<file path="config.mk">
export PLATFORM = sky130hd
export DESIGN_NAME = ace_kbd_matrix
export DESIGN_NICKNAME = d
export VERILOG_FILES = /design/src/rtl/ace_kbd_matrix.sv
export SDC_FILE = /design/constraint.sdc
export NUM_CORES = 1
export LEC_CHECK = 0
export BUFFER_PORTS_ARGS = -buffer_cell sky130_fd_sc_hd__buf_2
export CAP_MARGIN = 5
export CORE_AREA = 2 2 122 124
export CTS_CLUSTER_DIAMETER = 50
export DETAILED_ROUTE_END_ITERATION = 7
export DIE_AREA = 0 0 124 126
export PLACE_DENSITY_LB_ADDON = 0.25
export SLEW_MARGIN = 20
export SYNTH_ARGS = -nofsm -noshare
export SYNTH_HDL_FRONTEND = slang
export SYNTH_SLANG_ARGS = --single-unit
</file>
<file path="constraint.sdc">
create_clock -name clk_sys -period 8.3 [get_ports clk_sys]
set_clock_uncertainty 0.15 [all_clocks]
set_input_delay 0.83 -clock clk_sys [delete_from_list [all_inputs] [get_ports clk_sys]]
set_output_delay 0.83 -clock clk_sys [all_outputs]
set_load 0.01 [all_outputs]
</file>
<file path="src/rtl/ace_kbd_matrix.sv">
// ace_kbd_matrix: maps PS/2 key events and joystick onto the Jupiter Ace 8x5 key matrix with a minimum key hold
module ace_kbd_matrix #(
    parameter int HOLD_CYCLES = 200000,
    parameter int RELQ_DEPTH  = 4
) (
    input  logic        clk_sys,
    input  logic        reset_n,
    input  logic [10:0] ps2_key,
    input  logic [15:0] joya,
    input  logic [7:0]  kbd_row,
    output logic [4:0]  kbd_col
);
    localparam int PW = $clog2(RELQ_DEPTH);
    localparam logic [PW:0] PTR_ONE = 1;

    typedef struct packed {
        logic       valid;
        logic       comp;
        logic [5:0] idx;
    } rel_t;

    logic        old_tog_q, old_tog_d;
    logic        ev_q, ev_d;
    logic [9:0]  ev_key_q, ev_key_d;
    logic [39:0] key_q, key_d;
    logic [2:0]  comp_q, comp_d;
    logic [17:0] timer_q, timer_d;
    logic [PW:0] rd_q, rd_d, wr_q, wr_d;
    rel_t        relq_q [RELQ_DEPTH];
    rel_t        relq_d [RELQ_DEPTH];
    rel_t        dec, head;
    logic        t_zero, q_empty, q_full, press, rel, drain, pop;
    logic [39:0] cells;
    logic [4:0]  col;
    logic        unused;

    // Key index is row*5+col; composites carry the non-SHIFT key and set comp
    function automatic rel_t decode(input logic [8:0] k);
        logic       v;
        logic       c;
        logic [5:0] i;
        v = 1'b1;
        c = 1'b0;
        i = '0;
        case (k)
            9'h012, 9'h059: i = 6'd0;
            9'h014, 9'h114: i = 6'd1;
            9'h01A: i = 6'd2;
            9'h022: i = 6'd3;
            9'h021: i = 6'd4;
            9'h01C: i = 6'd5;
            9'h01B: i = 6'd6;
            9'h023: i = 6'd7;
            9'h02B: i = 6'd8;
            9'h034: i = 6'd9;
            9'h015: i = 6'd10;
            9'h01D: i = 6'd11;
            9'h024: i = 6'd12;
            9'h02D: i = 6'd13;
            9'h02C: i = 6'd14;
            9'h016: i = 6'd15;
            9'h01E: i = 6'd16;
            9'h026: i = 6'd17;
            9'h025: i = 6'd18;
            9'h02E: i = 6'd19;
            9'h045: i = 6'd20;
            9'h046: i = 6'd21;
            9'h03E: i = 6'd22;
            9'h03D: i = 6'd23;
            9'h036: i = 6'd24;
            9'h04D: i = 6'd25;
            9'h044: i = 6'd26;
            9'h043: i = 6'd27;
            9'h03C: i = 6'd28;
            9'h035: i = 6'd29;
            9'h05A, 9'h15A: i = 6'd30;
            9'h04B: i = 6'd31;
            9'h042: i = 6'd32;
            9'h03B: i = 6'd33;
            9'h033: i = 6'd34;
            9'h029: i = 6'd35;
            9'h03A: i = 6'd36;
            9'h031: i = 6'd37;
            9'h032: i = 6'd38;
            9'h02A: i = 6'd39;
            9'h066: begin c = 1'b1; i = 6'd20; end
            9'h16B: begin c = 1'b1; i = 6'd19; end
            9'h172: begin c = 1'b1; i = 6'd24; end
            9'h175: begin c = 1'b1; i = 6'd23; end
            9'h174: begin c = 1'b1; i = 6'd22; end
            default: v = 1'b0;
        endcase
        return '{valid: v, comp: c, idx: i};
    endfunction

    function automatic logic [2:0] comp_inc(input logic [2:0] c);
        return (c == 3'd7) ? c : c + 3'd1;
    endfunction

    function automatic logic [2:0] comp_dec(input logic [2:0] c);
        return (c == 3'd0) ? c : c - 3'd1;
    endfunction

    assign dec     = decode(ev_key_q[8:0]);
    assign t_zero  = timer_q == '0;
    assign q_empty = rd_q == wr_q;
    assign q_full  = (rd_q[PW-1:0] == wr_q[PW-1:0]) && (rd_q[PW] != wr_q[PW]);
    assign press   = ev_q && dec.valid && ev_key_q[9];
    assign rel     = ev_q && dec.valid && !ev_key_q[9];
    assign drain   = t_zero && !q_empty;
    assign pop     = drain || (rel && q_full);
    assign head    = relq_q[rd_q[PW-1:0]];
    assign unused  = ^joya[15:5];

    always_comb begin
        old_tog_d = ps2_key[10];
        ev_d      = ps2_key[10] != old_tog_q;
        ev_key_d  = ps2_key[9:0];
        key_d     = key_q;
        comp_d    = comp_q;
        rd_d      = rd_q;
        wr_d      = wr_q;
        relq_d    = relq_q;
        timer_d   = t_zero ? '0 : timer_q - 18'd1;
        if (pop) begin
            relq_d[rd_q[PW-1:0]] = '0;
            rd_d = rd_q + PTR_ONE;
            if (head.valid) key_d[head.idx] = 1'b0;
            if (head.valid && head.comp) comp_d = comp_dec(comp_d);
        end
        if (press) begin
            // Cancelled composite entries still owe their SHIFT decrement
            for (int i = 0; i < RELQ_DEPTH; i++) begin
                if (relq_d[i].valid && relq_d[i].idx == dec.idx) begin
                    relq_d[i].valid = 1'b0;
                    if (relq_d[i].comp) comp_d = comp_dec(comp_d);
                end
            end
            key_d[dec.idx] = 1'b1;
            if (dec.comp) comp_d = comp_inc(comp_d);
            timer_d = 18'(HOLD_CYCLES - 1);
        end
        if (rel) begin
            if (t_zero && q_empty) begin
                key_d[dec.idx] = 1'b0;
                if (dec.comp) comp_d = comp_dec(comp_d);
            end else begin
                relq_d[wr_q[PW-1:0]] = dec;
                wr_d = wr_q + PTR_ONE;
            end
        end
    end

    always_ff @(posedge clk_sys) begin
        if (!reset_n) begin
            old_tog_q <= ps2_key[10];
            ev_q      <= 1'b0;
            ev_key_q  <= '0;
            key_q     <= '0;
            comp_q    <= '0;
            timer_q   <= '0;
            rd_q      <= '0;
            wr_q      <= '0;
            for (int i = 0; i < RELQ_DEPTH; i++) relq_q[i] <= '0;
        end else begin
            old_tog_q <= old_tog_d;
            ev_q      <= ev_d;
            ev_key_q  <= ev_key_d;
            key_q     <= key_d;
            comp_q    <= comp_d;
            timer_q   <= timer_d;
            rd_q      <= rd_d;
            wr_q      <= wr_d;
            relq_q    <= relq_d;
        end
    end

    // Joystick is ORed live: R->8, L->5, D->6, U->7, Fire->0
    always_comb begin
        cells     = key_q;
        cells[0]  = key_q[0] | (comp_q != 3'd0);
        cells[22] = key_q[22] | joya[0];
        cells[19] = key_q[19] | joya[1];
        cells[24] = key_q[24] | joya[2];
        cells[23] = key_q[23] | joya[3];
        cells[20] = key_q[20] | joya[4];
        col = '0;
        for (int r = 0; r < 8; r++) col = kbd_row[r] ? col : (col | cells[r*5 +: 5]);
    end

    assign kbd_col = ~col;
endmodule
</file>
==> impl_metrics.py <==
metrics = {
    "floorplanning": {
        "fp.dieH_um": 126,
        "rows": 44,
        "dieArea_um2": 15600,
        "initial_core_util_pct": 54.7,
        "pin_count": 42,
        "die_w_um": 124,
        "core_area_um2": 14300,
    },
    "placed_design": {
        "port_buffers": 30,
        "dpl_cell_area_um2": 8550,
        "hpwl_um": 17600,
        "gp_congestion": 0.990,
    },
    "layout": {
        "n_antenna_cell": 0,
        "fillers": 1291,
        "drive_above_1_share_pct": 21.1,
        "multi_input_area_um2": 5250,
        "nNetsFinal": 1138,
        "regArea_um2": 2230,
        "fin_area_um2": 9090,
        "final_cell_mix": "nor2_1 (123), dfxtp_1 (105), o21ai_0 (100)",
        "area_growth_pct": 16.1,
        "final_common_cell": "nor2_1",
        "final_util_pct": 63.5,
    },
    "hold_path": {
        "whs_endpoint": "relq_q[7]",
        "hold_path.class": "flip-flop to flip-flop",
        "holdPathStages": 2,
        "min_from": "relq_q[7]",
    },
    "timing": {
        "min_period_ps": 8040,
        "setup_viol": 0,
        "clock.fmax_ghz": 0.124,
        "slew_headroom_pct": 32.9,
        "slew_violations": 0,
        "worst_pin_slew_ps": 1000,
        "fin_crit_sh_pct": 96.8,
        "finalHoldViolations": 0,
    },
    "detailed_routing": {
        "wirelength_um": 24400,
        "drc": 1,
        "ant_nets": 0,
        "dr.pass1.iters": 8,
        "drtIter0Drc": 1173,
        "vias": 8203,
        "viasPerCell": 6.47,
        "wire_per_inst_um": 19.3,
    },
    "grt": {
        "grtUsageTotal_pct": 31.4,
        "grt_max_degree": 54,
        "antenna_found_initial": 0,
        "gr-total-overflow": 0,
        "first_global_vias": 7326,
        "grt_pass1_wl_um": 38600,
    },
    "yosys": {
        "syn-instance-count": 996,
        "synth-seq-cells": 111,
        "ys_warn_count": 0,
        "synth.avg_cell_area_um2": 7.86,
        "netlist_area_um2": 7830,
        "synth_edf_count": 0,
        "synth_ff_type": "dfxtp_1",
        "async_flop_share_pct": 0,
        "synth_nets": 1056,
        "ys_types": 94,
        "ys_seq_area_share_pct": 28.4,
    },
    "clock_tree": {
        "cts_buffer_depth": 2,
        "cts_root_buf": "clkbuf_16",
        "numCtsBuffers": 9,
        "clock_sinks": 111,
        "clk_latency_ps": 360,
        "clkSlewWorstSetupHoldPaths_ps": 70,
        "cts_tree": "built",
        "ctsHtreeMaxLevel": 3,
    },
    "worst_setup_path": {
        "end_kind": "flip-flop",
        "crit_slowest_cell": "o211ai_1",
        "start_kind": "flip-flop",
        "r2r-start": "ev_key_q[4]",
        "max_stage_delay_ps": 420,
        "rr_worst_depth": 40,
        "worstPathMaxFanout": 12,
        "r2r_end": "comp_q[0]",
        "path_common_cell": "ha_2",
        "cp.required_ps": 8400,
        "cp.arrival_ps": 8140,
        "critical_path_class": "flip-flop to flip-flop",
        "r2r_slack_ps": 260,
    },
    "job": {
        "cap_viol_max_count": 0,
    },
    "power": {
        "finalPower_uw": 1370,
        "leakage_uw": 0.00358,
        "peakVddDrop_mv": 0.173,
        "powerDensity_nw_per_um2": 151,
    },
    "status": {
        "violations": "DRC",
        "status": "finished, violations left",
    },
}
==> state kept, by name (all words and copies together), names as in the netlist <==
register,cells
key_q,40
relq_q,32
timer_q,18
ev_key_q,10
comp_q,3
rd_q,3
wr_q,3
ev_q,1
old_tog_q,1
==> routing by layer <==
metal	vias to the layer above	part of all wire (%)	track usage, %
li1	3806	-	-
met1	3823	42	42.4
met2	483	44	47.4
met3	91	9.3	7.02
met4	0	4.5	14.5
met5	-	0	0
==> cell families after synthesis <==
kind of cell	share of synthesized area, %
AND/OR/NAND/NOR	29.3
AO/OA/AOI/OAI	24.9
flip-flops	28.4
buffers and inverters	6.01
XOR/XNOR	4.41
adder cells (fa/ha/maj)	3.68
multiplexers	3.32
==> critical path: cells and delay by family, from the launching register on <==
| family | cells | cell delay (ps) |
|---|---|---|
| compound gates | 11 | 2450 |
| xor+xnor | 2 | 260 |
| fa+ha+maj | 8 | 1570 |
| buf+inv | 7 | 800 |
| simple gates | 11 | 2180 |
| mux | 1 | 150 |
| flops | 1 | 350 |
==> report_power, final <==
group	switching (uW)	total (uW)	internal, uW
Combinational	184	329	145
Sequential	30.5	594	563
Clock	213	450	236
Total	427	1370	944
==> synth_stat cells, types with 8 or more instances <==
| cell | number | area, um^2 |
|---|---|---|
| a31oi_1 | 30 | 188 |
| o21ai_0 | 101 | 505 |
| mux2i_1 | 8 | 80.1 |
| nand3_1 | 42 | 210 |
| and2_1 | 18 | 113 |
| o211a_1 | 13 | 130 |
| buf_2 | 12 | 60.1 |
| or2_2 | 11 | 68.8 |
| nand2_1 | 77 | 289 |
| nand2b_1 | 9 | 56.3 |
| o211ai_1 | 15 | 113 |
| clkbuf_1 | 29 | 109 |
| nor3_1 | 10 | 50.1 |
| a22oi_1 | 9 | 67.6 |
| ha_1 | 23 | 288 |
| xnor2_1 | 18 | 158 |
| xor2_1 | 17 | 149 |
| a21oi_1 | 43 | 215 |
| inv_1 | 37 | 139 |
| nor3b_1 | 8 | 60.1 |
| dfxtp_1 | 111 | 2220 |
| or3_1 | 15 | 93.8 |
| nor2b_1 | 16 | 100 |
| and3_1 | 15 | 93.8 |
| nor2_1 | 125 | 469 |
| nor4bb_1 | 8 | 80.1 |
| nand4_1 | 8 | 50.1 |
| nor4b_1 | 10 | 87.6 |
| buf_6 | 8 | 90.1 |
==> how the worst max path moves through the flow <==
| stage | slack (ps) | start | end | cells past startpoint |
|---|---|---|---|---|
| after global placement | 230 | timer_q[0] | comp_q[0] | 36 |
| after global routing | -150 | timer_q[1] | comp_q[0] | 40 |
| after floorplan | 130 | timer_q[0] | comp_q[0] | 36 |
| after CTS | 50 | ev_key_q[5] | comp_q[0] | 38 |
| after detailed placement | 120 | timer_q[0] | comp_q[0] | 36 |
| final | 260 | ev_key_q[4] | comp_q[0] | 40 |
==> stage by stage <==
step / TNS [ps] / std cells / setup WS [ps] / hold slack (ps)
after detailed placement: 0 / 1237 / 117 / 319
after CTS: 0 / 1253 / 47.6 / 330
final: 0 / 1267 / 262 / 332
after global routing: -192 / 1267 / -148 / 349
after global placement: 0 / 1237 / 225 / 317
after floorplan: 0 / 996 / 131 / 297
==> area by class of cell <==
cell class / count / area share [%]
Clock inverter: 6 / 0.757
Multi-Input combinational cell: 786 / 57.8
Timing Repair Buffer: 130 / 10.1
Tap cell: 184 / 2.53
Sequential cell: 111 / 24.6
Inverter: 40 / 1.65
Clock buffer: 10 / 2.52
==> repair_timing <==
item	in CTS	in global routing
setup buffers	0	13
resized for setup	0	39
setup endpoints to repair	0	3
hold buffers	0	0
No activity file was read; power rests on OpenSTA's default activity.
